==> src/rtl/div_unit_if.sv <==
// Handshake and result bus between the register file / control unit and the
// signed 32-bit divider.
interface div_unit_if;
   logic        start;
   logic [31:0] a;
   logic [31:0] b;
   logic [31:0] hi;
   logic [31:0] lo;
   logic        busy;
   logic        done;
   logic        div_zero;

   modport master (
      output start, a, b,
      input  hi, lo, busy, done, div_zero
   );

   modport slave (
      input  start, a, b,
      output hi, lo, busy, done, div_zero
   );
endinterface

==> src/rtl/div_unit.sv <==
// Signed 32-bit divider with MIPS div semantics.
// The datapath runs restoring division on operand magnitudes. It produces one
// quotient bit per clock. The signs are applied when the result is written to
// hi (remainder) and lo (quotient). A zero divisor is reported in the same
// cycle and starts no iteration.

// Invariant checker for the divider's registered outputs.
module div_unit_chk (
   input logic       clk,
   input logic       reset,
   input logic       busy,
   input logic       done,
   input logic       divZero,
   input logic [5:0] cnt
);
   // A divide-by-zero report is always part of a done pulse.
   zeroImpliesDone : assert property (@(posedge clk) disable iff (!reset) divZero |-> done);
   // done is raised only in IDLE, so busy is already low.
   doneNotBusy     : assert property (@(posedge clk) disable iff (!reset) done |-> !busy);
   // The iteration counter never goes beyond the final step count.
   cntBounded      : assert property (@(posedge clk) disable iff (!reset) cnt <= 6'd32);
endmodule

module div_unit (
   input logic        clk,
   input logic        reset,
   div_unit_if.slave  divIf
);

   typedef enum logic [0:0] {
      IDLE = 1'b0,
      CALC = 1'b1
   } stateT;

   stateT       stateR;
   logic [5:0]  cntR;
   logic [31:0] divisorR;     // |b|
   logic [31:0] quotR;        // |a| shifted out MSB-first, quotient bits shifted in
   logic [31:0] remR;         // partial remainder, always < divisorR
   logic        signAR;
   logic        signBR;
   logic [31:0] hiR;
   logic [31:0] loR;
   logic        busyR;
   logic        doneR;
   logic        divZeroR;

   logic [32:0] remShiftS;
   logic [31:0] subS;
   logic        geS;
   logic [31:0] remNextS;
   logic [31:0] quotNextS;
   logic [31:0] loFinalS;
   logic [31:0] hiFinalS;

   // Magnitude of a two's-complement word; 0x80000000 maps to itself, which is
   // its correct unsigned magnitude.
   function automatic logic [31:0] absVal(input logic [31:0] v);
      logic [31:0] r;
      if (v[31]) begin
         r = ~v + 32'd1;
      end else begin
         r = v;
      end
      return r;
   endfunction

   // Conditional two's-complement negation used for the final sign correction.
   function automatic logic [31:0] negIf(input logic [31:0] v, input logic neg);
      logic [31:0] r;
      if (neg) begin
         r = ~v + 32'd1;
      end else begin
         r = v;
      end
      return r;
   endfunction

   // One restoring step: shift the next dividend bit into the remainder and
   // subtract the divisor if it fits.
   always_comb begin
      remShiftS = {remR, quotR[31]};
      geS       = (remShiftS >= {1'b0, divisorR});
      // When the divisor fits, the true difference is below 2^31, so a 32-bit
      // subtraction gives the exact result.
      subS      = remShiftS[31:0] - divisorR;
      if (geS) begin
         remNextS  = subS;
         quotNextS = {quotR[30:0], 1'b1};
      end else begin
         remNextS  = remShiftS[31:0];
         quotNextS = {quotR[30:0], 1'b0};
      end
   end

   // Sign correction: quotient is negative iff the operand signs differ; the
   // remainder takes the sign of the dividend.
   always_comb begin
      loFinalS = negIf(quotR, signAR ^ signBR);
      hiFinalS = negIf(remR, signAR);
   end

   // Control FSM and datapath registers. done and div_zero default low so that
   // they pulse for exactly one cycle.
   always_ff @(posedge clk or negedge reset) begin
      if (!reset) begin
         stateR   <= IDLE;
         cntR     <= 6'd0;
         divisorR <= 32'd0;
         quotR    <= 32'd0;
         remR     <= 32'd0;
         signAR   <= 1'b0;
         signBR   <= 1'b0;
         hiR      <= 32'd0;
         loR      <= 32'd0;
         busyR    <= 1'b0;
         doneR    <= 1'b0;
         divZeroR <= 1'b0;
      end else begin
         doneR    <= 1'b0;
         divZeroR <= 1'b0;
         case (stateR)
            IDLE: begin
               if (divIf.start) begin
                  if (divIf.b == 32'd0) begin
                     // Report the exception at once and leave hi/lo untouched.
                     doneR    <= 1'b1;
                     divZeroR <= 1'b1;
                  end else begin
                     divisorR <= absVal(divIf.b);
                     quotR    <= absVal(divIf.a);
                     remR     <= 32'd0;
                     signAR   <= divIf.a[31];
                     signBR   <= divIf.b[31];
                     cntR     <= 6'd0;
                     busyR    <= 1'b1;
                     stateR   <= CALC;
                  end
               end else begin
                  stateR <= IDLE;
               end
            end
            CALC: begin
               if (cntR == 6'd32) begin
                  // All 32 quotient bits are in; publish the signed result.
                  loR    <= loFinalS;
                  hiR    <= hiFinalS;
                  doneR  <= 1'b1;
                  busyR  <= 1'b0;
                  stateR <= IDLE;
               end else begin
                  remR  <= remNextS;
                  quotR <= quotNextS;
                  cntR  <= cntR + 6'd1;
               end
            end
            default: begin
               stateR <= IDLE;
               busyR  <= 1'b0;
            end
         endcase
      end
   end

   assign divIf.hi       = hiR;
   assign divIf.lo       = loR;
   assign divIf.busy     = busyR;
   assign divIf.done     = doneR;
   assign divIf.div_zero = divZeroR;

   div_unit_chk uChk (
      .clk     (clk),
      .reset   (reset),
      .busy    (busyR),
      .done    (doneR),
      .divZero (divZeroR),
      .cnt     (cntR)
   );

endmodule

==> src/flat_wrapper.sv <==
// flat-port wrapper written by rule: the top's interface ports become plain ports
module div_unit_flat 
  (clk, reset, divIf_start, divIf_a, divIf_b, divIf_hi, divIf_lo, divIf_busy, divIf_done, divIf_div_zero);
  div_unit_if divIf_i ();
  input logic clk;
  input logic reset;
  input wire logic [$bits(divIf_i.start)-1:0] divIf_start;
  input wire logic [$bits(divIf_i.a)-1:0] divIf_a;
  input wire logic [$bits(divIf_i.b)-1:0] divIf_b;
  output wire logic [$bits(divIf_i.hi)-1:0] divIf_hi;
  output wire logic [$bits(divIf_i.lo)-1:0] divIf_lo;
  output wire logic [$bits(divIf_i.busy)-1:0] divIf_busy;
  output wire logic [$bits(divIf_i.done)-1:0] divIf_done;
  output wire logic [$bits(divIf_i.div_zero)-1:0] divIf_div_zero;
  assign divIf_i.start = divIf_start;
  assign divIf_i.a = divIf_a;
  assign divIf_i.b = divIf_b;
  assign divIf_hi = divIf_i.hi;
  assign divIf_lo = divIf_i.lo;
  assign divIf_busy = divIf_i.busy;
  assign divIf_done = divIf_i.done;
  assign divIf_div_zero = divIf_i.div_zero;
  div_unit u_core (.clk(clk), .reset(reset), .divIf(divIf_i));
endmodule
==> config.mk <==
export PLATFORM = sky130hd
export DESIGN_NAME = div_unit_flat
export DESIGN_NICKNAME = d
export VERILOG_FILES = /design/src/rtl/div_unit_if.sv /design/src/rtl/div_unit.sv /design/src/flat_wrapper.sv
export SDC_FILE = /design/constraint.sdc
export NUM_CORES = 1
export LEC_CHECK = 0
export ABC_AREA = 0
export BUFFER_PORTS_ARGS = -buffer_cell sky130_fd_sc_hd__buf_2
export CAP_MARGIN = 30
export CORE_MARGIN = 4
export CORE_UTILIZATION = 40
export CTS_CLUSTER_SIZE = 20
export DETAILED_ROUTE_END_ITERATION = 6
export PLACE_DENSITY = 0.62
export SLEW_MARGIN = 20
export SYNTH_ARGS = -nofsm -noshare
export SYNTH_HDL_FRONTEND = slang
export SYNTH_HIERARCHICAL = 1
export SYNTH_SLANG_ARGS = --single-unit
==> constraint.sdc <==
create_clock -name clk -period 3.45 [get_ports clk]
set_input_delay 0.1725 -clock clk [delete_from_list [all_inputs] [get_ports clk]]
set_output_delay 0.1725 -clock clk [all_outputs]
set_load 0.02 [all_outputs]
==> results.toml, run 1 <==
[setup_path]
cp-end-kind = "flop"
crit_required_ns = 3.75
regToRegEndpoint = "u_core/divIf.hi[31]$_DFFE_PN0P_"
crit_end = "u_core/divIf.hi[31]$_DFFE_PN0P_"
r2r_setup_slack_ns = 0.21
arrival_ns = 3.54
startpoint_type = "flop"
critPathMaxFanout = 5
cp_slowest_stage_delay_ns = 0.50
crit_type = "reg2reg"
cp_slowest_cell = "or4_4"
crit_start = "u_core/remR[0]$_DFFE_PN0P_"
worstPathCellList = "nor2_1, nand4_1, or4_4, or3_4, or3_4, or4_4, o41ai_4, xor2_1, o21ai_1"
r2r_cells = 9
r2r-start = "u_core/remR[0]$_DFFE_PN0P_"

[power_and_ir_drop]
intPower_uw = 7569
swShare = 0.4648
p_per_area_mw_per_mm2 = 1102
p_clk_frac = 0.131
seqPwrFrac = 0.274
combPwrFrac = 0.595
power_switching_uw = 6574
irDropWorstVdd_mv = 0.5125
p_leak_uw = 0.005891

[global_route]
antenna_found_initial = 0
grt_usage = 0.1839
grt_max_degree = 93
grt_pass1_vias = 8987
overflow = 0
grt_pass1_wl_microns = 46350

[routing]
drt_wl_total_microns = 27910
vias_per_cell = 5.319
wire_per_inst_microns = 15.60
vias = 9516
final_antenna_net_count = 0
drc_errors = 0
dr.pass1.iters = 5
drt_iter0_drc = 671

[clock_tree]
tritoncts = "yes"
clk_latency_ns = 0.42
cts_buffer_depth = 2
cts_buffers = 17
path_clk_slew_ns = 0.07
root_buffer = "clkbuf_16"
post_cts_buffers = 0
cts.sinks = 172
htreeDepth = 4

[placed_design]
gp_congestion = 0.9170
placed_cells = 1755
port_buffers = 133
place_hpwl_microns = 20950
dp_slack_ns = 0.07975

[timing]
finalCritPeriodShare = 0.9390
tns_ns = 0
slew_headroom = 0.4678
slew_viol_final = 0
grt_setup_unrepaired = "false"
setup_viol = 0
hold_viol = 0
fin_ws_ns = 0.2104
tightest_slew_ns = 0.7956
max_freq_mhz = 308.7
skew_ns = 0.009826
period_needed_ns = 3.240

[floorplanning]
dieHeight_microns = 173.9
coreArea_sq_mm = 0.02703
io_pins = 134
die_area_sq_mm = 0.03024
row_count = 60
die_w_microns = 173.9
start_util = 0.4074

[cells_and_area]
n_antenna_cell = 0
fillers = 2683
multi_input_area_sq_mm = 0.006309
seqCellArea_sq_mm = 0.004305
utilization = 0.4750
fin_cells = 1789
mostFrequentLayoutCells = "nand2_1, o21ai_0, dfrtp_1, buf_2, a21oi_1"
syn2layout_area_growth_pct = 16.59
layout_commonest_cell = "nand2_1"
drive_above_1_share = 0.1581
nNetsFinal = 1541

[synth]
syn_avg_cell_area_sq_um = 8.411
ys_ff_latch = 172
syn_area_sq_mm = 0.01101
synthTopCellsByArea = "dfrtp_1, o21ai_0, nand2_1"
seq_area_frac_synth = 0.3909
syn_nets = 1415
async_flop_share = 1.000
synth_largest_area_cell = "dfrtp_1"
yosys.cell_types.count = 66
synth_edf_count = 0
syn_inst = 1309
yosysTopAreaCellShare = 0.3909
yosys_warnings = 6
synthFlopType = "dfrtp_1"

[min_path]
min_path_type = "in2reg"

[outcome]
status = "finished, final reports clean"

[run]
maxCapViolCount = 0
==> critical path: cells and delay by family (launching register included) <==
family / cells / cell delay [ns]
AND/OR/NAND/NOR: 6 / 2.15
flip-flops: 1 / 0.46
AO/OA/AOI/OAI: 2 / 0.30
XOR/XNOR: 1 / 0.19
==> layer usage <==
| metal | vias up | global-route usage | part of all wire |
|---|---|---|---|
| met5 | - | 0 | 0 |
| met4 | 0 | 0.04256 | 0.011 |
| met3 | 23 | 0.02958 | 0.043 |
| met2 | 221 | 0.2906 | 0.45 |
| met1 | 4452 | 0.2665 | 0.50 |
| li1 | 4820 | - | - |
==> power groups by stage <==
stage	sequential, uW	clock [uW]	combinational (uW)
final	3880	1860	8410
after global routing	4020	2000	9420
after CTS	3870	1910	8380
after detailed placement	3900	0	8330
after global placement	3870	0	8270
after floorplan	4120	0	5700
==> timing repair <==
action	in CTS	in global routing
gates resized for setup	0	5
endpoints found under the setup margin	0	3
hold buffers	1	0
hold endpoints to repair	89	0
==> how the worst min path moves through the flow <==
| stage | from | end | cells past startpoint |
|---|---|---|---|
| global route | divIf_b[25] | u_core/divIf.div_zero$_DFF_PN0_ | 4 |
| detailed placement | reset | u_core/divIf.lo[26]$_DFFE_PN0P_ | 1 |
| floorplan | reset | u_core/cntR[0]$_DFFE_PN0P_ | 0 |
| CTS | divIf_b[25] | u_core/divIf.div_zero$_DFF_PN0_ | 4 |
| global placement | reset | u_core/divIf.lo[26]$_DFFE_PN0P_ | 1 |
| finish | divIf_b[25] | u_core/divIf.div_zero$_DFF_PN0_ | 4 |
==> layout make-up <==
| class | count | share of cell area |
|---|---|---|
| clock buffers | 19 | 0.03528 |
| inverters | 55 | 0.01608 |
| well taps | 341 | 0.03324 |
| repair buffers | 170 | 0.07963 |
| multi-input cells | 1019 | 0.4914 |
| flip-flops and latches | 172 | 0.3354 |
| clock inverters | 13 | 0.008967 |
==> per-stage QoR <==
step                instance area [sq um]  hold WS, ns  total power [uW]
floorplan                           11010      -0.1231              9822
global placement                    12220       0.3119             12140
detailed placement                  12220       0.3117             12230
CTS                                 12800      0.04908             14160
global route                        12840      0.05632             15450
finish                              12840      0.06855             14140
==> flip-flops by register name (all words and copies together), names as in the netlist <==
name,count
u_core/stateR,1
u_core/remR,32
u_core/cntR,6
u_core/divIf.busy,1
u_core/divIf.lo,32
u_core/divIf.div_zero,1
u_core/signAR,1
u_core/divIf.done,1
u_core/signBR,1
u_core/quotR,32
u_core/divIf.hi,32
u_core/divisorR,32
==> cells by family after synthesis <==
family,synth area share
AO/OA/AOI/OAI,0.2097
XOR/XNOR,0.1217
adder cells (fa/ha/maj),0.04500
buffers and inverters,0.04125
flip-flops,0.3909
multiplexers,0.01739
AND/OR/NAND/NOR,0.1741
==> synth_stat cells (all sizes together) (16+ instances only) <==
cell type / instances
xor2: 78
a21o: 24
dfrtp: 172
nand2: 211
ha: 38
a21oi: 82
xnor2: 75
o31ai: 26
mux2i: 18
clkbuf: 49
o21ai: 209
inv: 55
nor2: 69
nand3: 16
Note: power is estimated with default switching activity, not from simulation.
==> run 2: changes to the inputs <==
==> constraint.sdc (replaced) <==
create_clock -name clk -period 3.45 [get_ports clk]
set_input_delay 0.345 -clock clk [delete_from_list [all_inputs] [get_ports clk]]
set_output_delay 0.345 -clock clk [all_outputs]
set_load 0.02 [all_outputs]
==> run 2 against run 1 <==
Critical path type unchanged; wire length rose by 0.21%; worst hold slack improved by 0.17 ns; core utilization fell by 0.12 points; sequential cell count did not move; clock power fell by 2%; first-iteration DRC count fell by 19%; non-clock buffer count fell by 1; highest routed layer unchanged; clock-buffer cell count fell by 1.
==> results.toml, run 2 (synthesis results as in run 1) <==
[outcome]
status = "finished, final reports clean"

[cells_and_area]
mostFrequentLayoutCells = "nand2_1, o21ai_0, dfrtp_1, buf_2, a21oi_1"
syn2layout_area_growth_pct = 16.31
layout_commonest_cell = "nand2_1"
n_antenna_cell = 0
fillers = 2650
nNetsFinal = 1540
drive_above_1_share = 0.1583

[clock_tree]
path_clk_slew_ns = 0.07
post_cts_buffers = 0
htreeDepth = 4
cts_buffers = 17
clk_latency_ns = 0.43
cts.sinks = 172
tritoncts = "yes"
cts_buffer_depth = 2
root_buffer = "clkbuf_16"

[timing]
slew_headroom = 0.4717
tightest_slew_ns = 0.7898
skew_ns = 0.007814
period_needed_ns = 3.236
finalCritPeriodShare = 0.9378
slew_viol_final = 0
hold_viol = 0
tns_ns = 0
fin_ws_ns = 0.2144
max_freq_mhz = 309.1
grt_setup_unrepaired = "false"
setup_viol = 0

[routing]
dr.pass1.iters = 5
drc_errors = 0
wl_met3_microns = 1143
drt_wl_total_microns = 27970
final_antenna_net_count = 0
vias_per_cell = 5.351
drt_iter0_drc = 543
wire_per_inst_microns = 15.64
dr_wl_met2_microns = 12480
vias = 9567
highest_layer = "met4"
wl_met1_microns = 13730

[floorplanning]
die_w_microns = 173.9
start_util = 0.4074
row_count = 60
die_area_sq_mm = 0.03024
coreArea_sq_mm = 0.02703
dieHeight_microns = 173.9
io_pins = 134

[min_path]
whs_endpoint = "u_core/divIf.div_zero$_DFF_PN0_"
min_path_type = "in2reg"
hp-start = "divIf_b[30]"
hold_depth = 4

[global_route]
antenna_found_initial = 0
grt_pass1_wl_microns = 46030
grt_max_degree = 87
grt_usage = 0.1833
overflow = 0
grt_pass1_vias = 9106

[setup_path]
startpoint_type = "flop"
regToRegEndpoint = "u_core/divIf.hi[31]$_DFFE_PN0P_"
critPathMaxFanout = 7
arrival_ns = 3.53
crit_required_ns = 3.75
worstPathCellList = "nor3_2, nand4_1, or4_4, or3_4, or3_4, or4_4, o41ai_4, xor2_1, o21ai_1"
crit_type = "reg2reg"
cp_slowest_cell = "or4_4"
r2r_setup_slack_ns = 0.21
r2r-start = "u_core/remR[2]$_DFFE_PN0P_"
crit_family = "simple AND/OR/NAND/NOR gates"
worst-path-buf-inv = 0
cp-end-kind = "flop"
r2r_cells = 9
cp_slowest_stage_delay_ns = 0.50

[placed_design]
place_hpwl_microns = 21000
dp_slack_ns = 0.1392
port_buffers = 133
gp_congestion = 0.9067

[power_and_ir_drop]
irDropWorstVdd_mv = 0.4187
p_leak_uw = 0.005864
p_per_area_mw_per_mm2 = 1103

[run]
maxCapViolCount = 0
[run 2: power breakdown]
part	switching [uW]	internal [uW]	leakage (uW)
combinational	4880	3530	0.00344
sequential	894	3000	0.00217
clock	831	994	0.000258
total	6600	7520	0.00586
[run 2: stage by stage]
step	cells	util	hold WS (ns)	power, uW	cell area, sq um
3_3_place_gp	1755	0.4521	0.4496	12120	12220
4_1_cts	1788	0.4729	0.2139	14110	12780
3_5_place_dp	1755	0.4521	0.4395	12220	12220
6_report	1788	0.4738	0.2357	14130	12810
2_1_floorplan	1309	-	0.04941	9822	11010
5_1_grt	1788	0.4738	0.2450	15380	12810
[run 2: what timing repair did]
action | in CTS | in global routing
hold endpoints to repair | 27 | 0
setup endpoints to repair | 0 | 9
gates resized for setup | 0 | 6
hold buffers | 1 | 0
[run 2: worst max path at each step]
stage                            startpoint  depth (start not counted)                              end
3_3_place_gp   u_core/quotR[31]$_DFFE_PN0P_                         13      u_core/remR[24]$_DFFE_PN0P_
2_1_floorplan  u_core/quotR[31]$_DFFE_PN0P_                         13      u_core/remR[24]$_DFFE_PN0P_
5_1_grt        u_core/quotR[31]$_DFFE_PN0P_                         13      u_core/remR[24]$_DFFE_PN0P_
4_1_cts        u_core/quotR[31]$_DFFE_PN0P_                         13      u_core/remR[24]$_DFFE_PN0P_
6_report         u_core/remR[2]$_DFFE_PN0P_                          9  u_core/divIf.hi[31]$_DFFE_PN0P_
3_5_place_dp                     divIf_b[0]                         13      u_core/quotR[8]$_DFFE_PN0P_
[run 2: worst min-delay path: cells and delay by family]
family	cells	cell delay (ns)
buffers and inverters	1	0.11
and+or+nand+nor	3	0.17
[run 2: cell type report]
type                            count  area [sq um]  area share
Inverter                           55         206.4     0.01612
Clock inverter                     14         122.6    0.009575
Timing Repair Buffer              169         994.7     0.07767
Sequential cell                   172          4305      0.3362
Clock buffer                       18         429.2     0.03351
Tap cell                          341         426.7     0.03332
Multi-Input combinational cell   1019          6321      0.4936
[run 2: metal layers]
metal  vias to the layer above  track usage
met5                         -            0
met4                         0      0.05873
met3                        38      0.02305
met2                       239       0.2930
met1                      4478       0.2598
li1                       4812            -
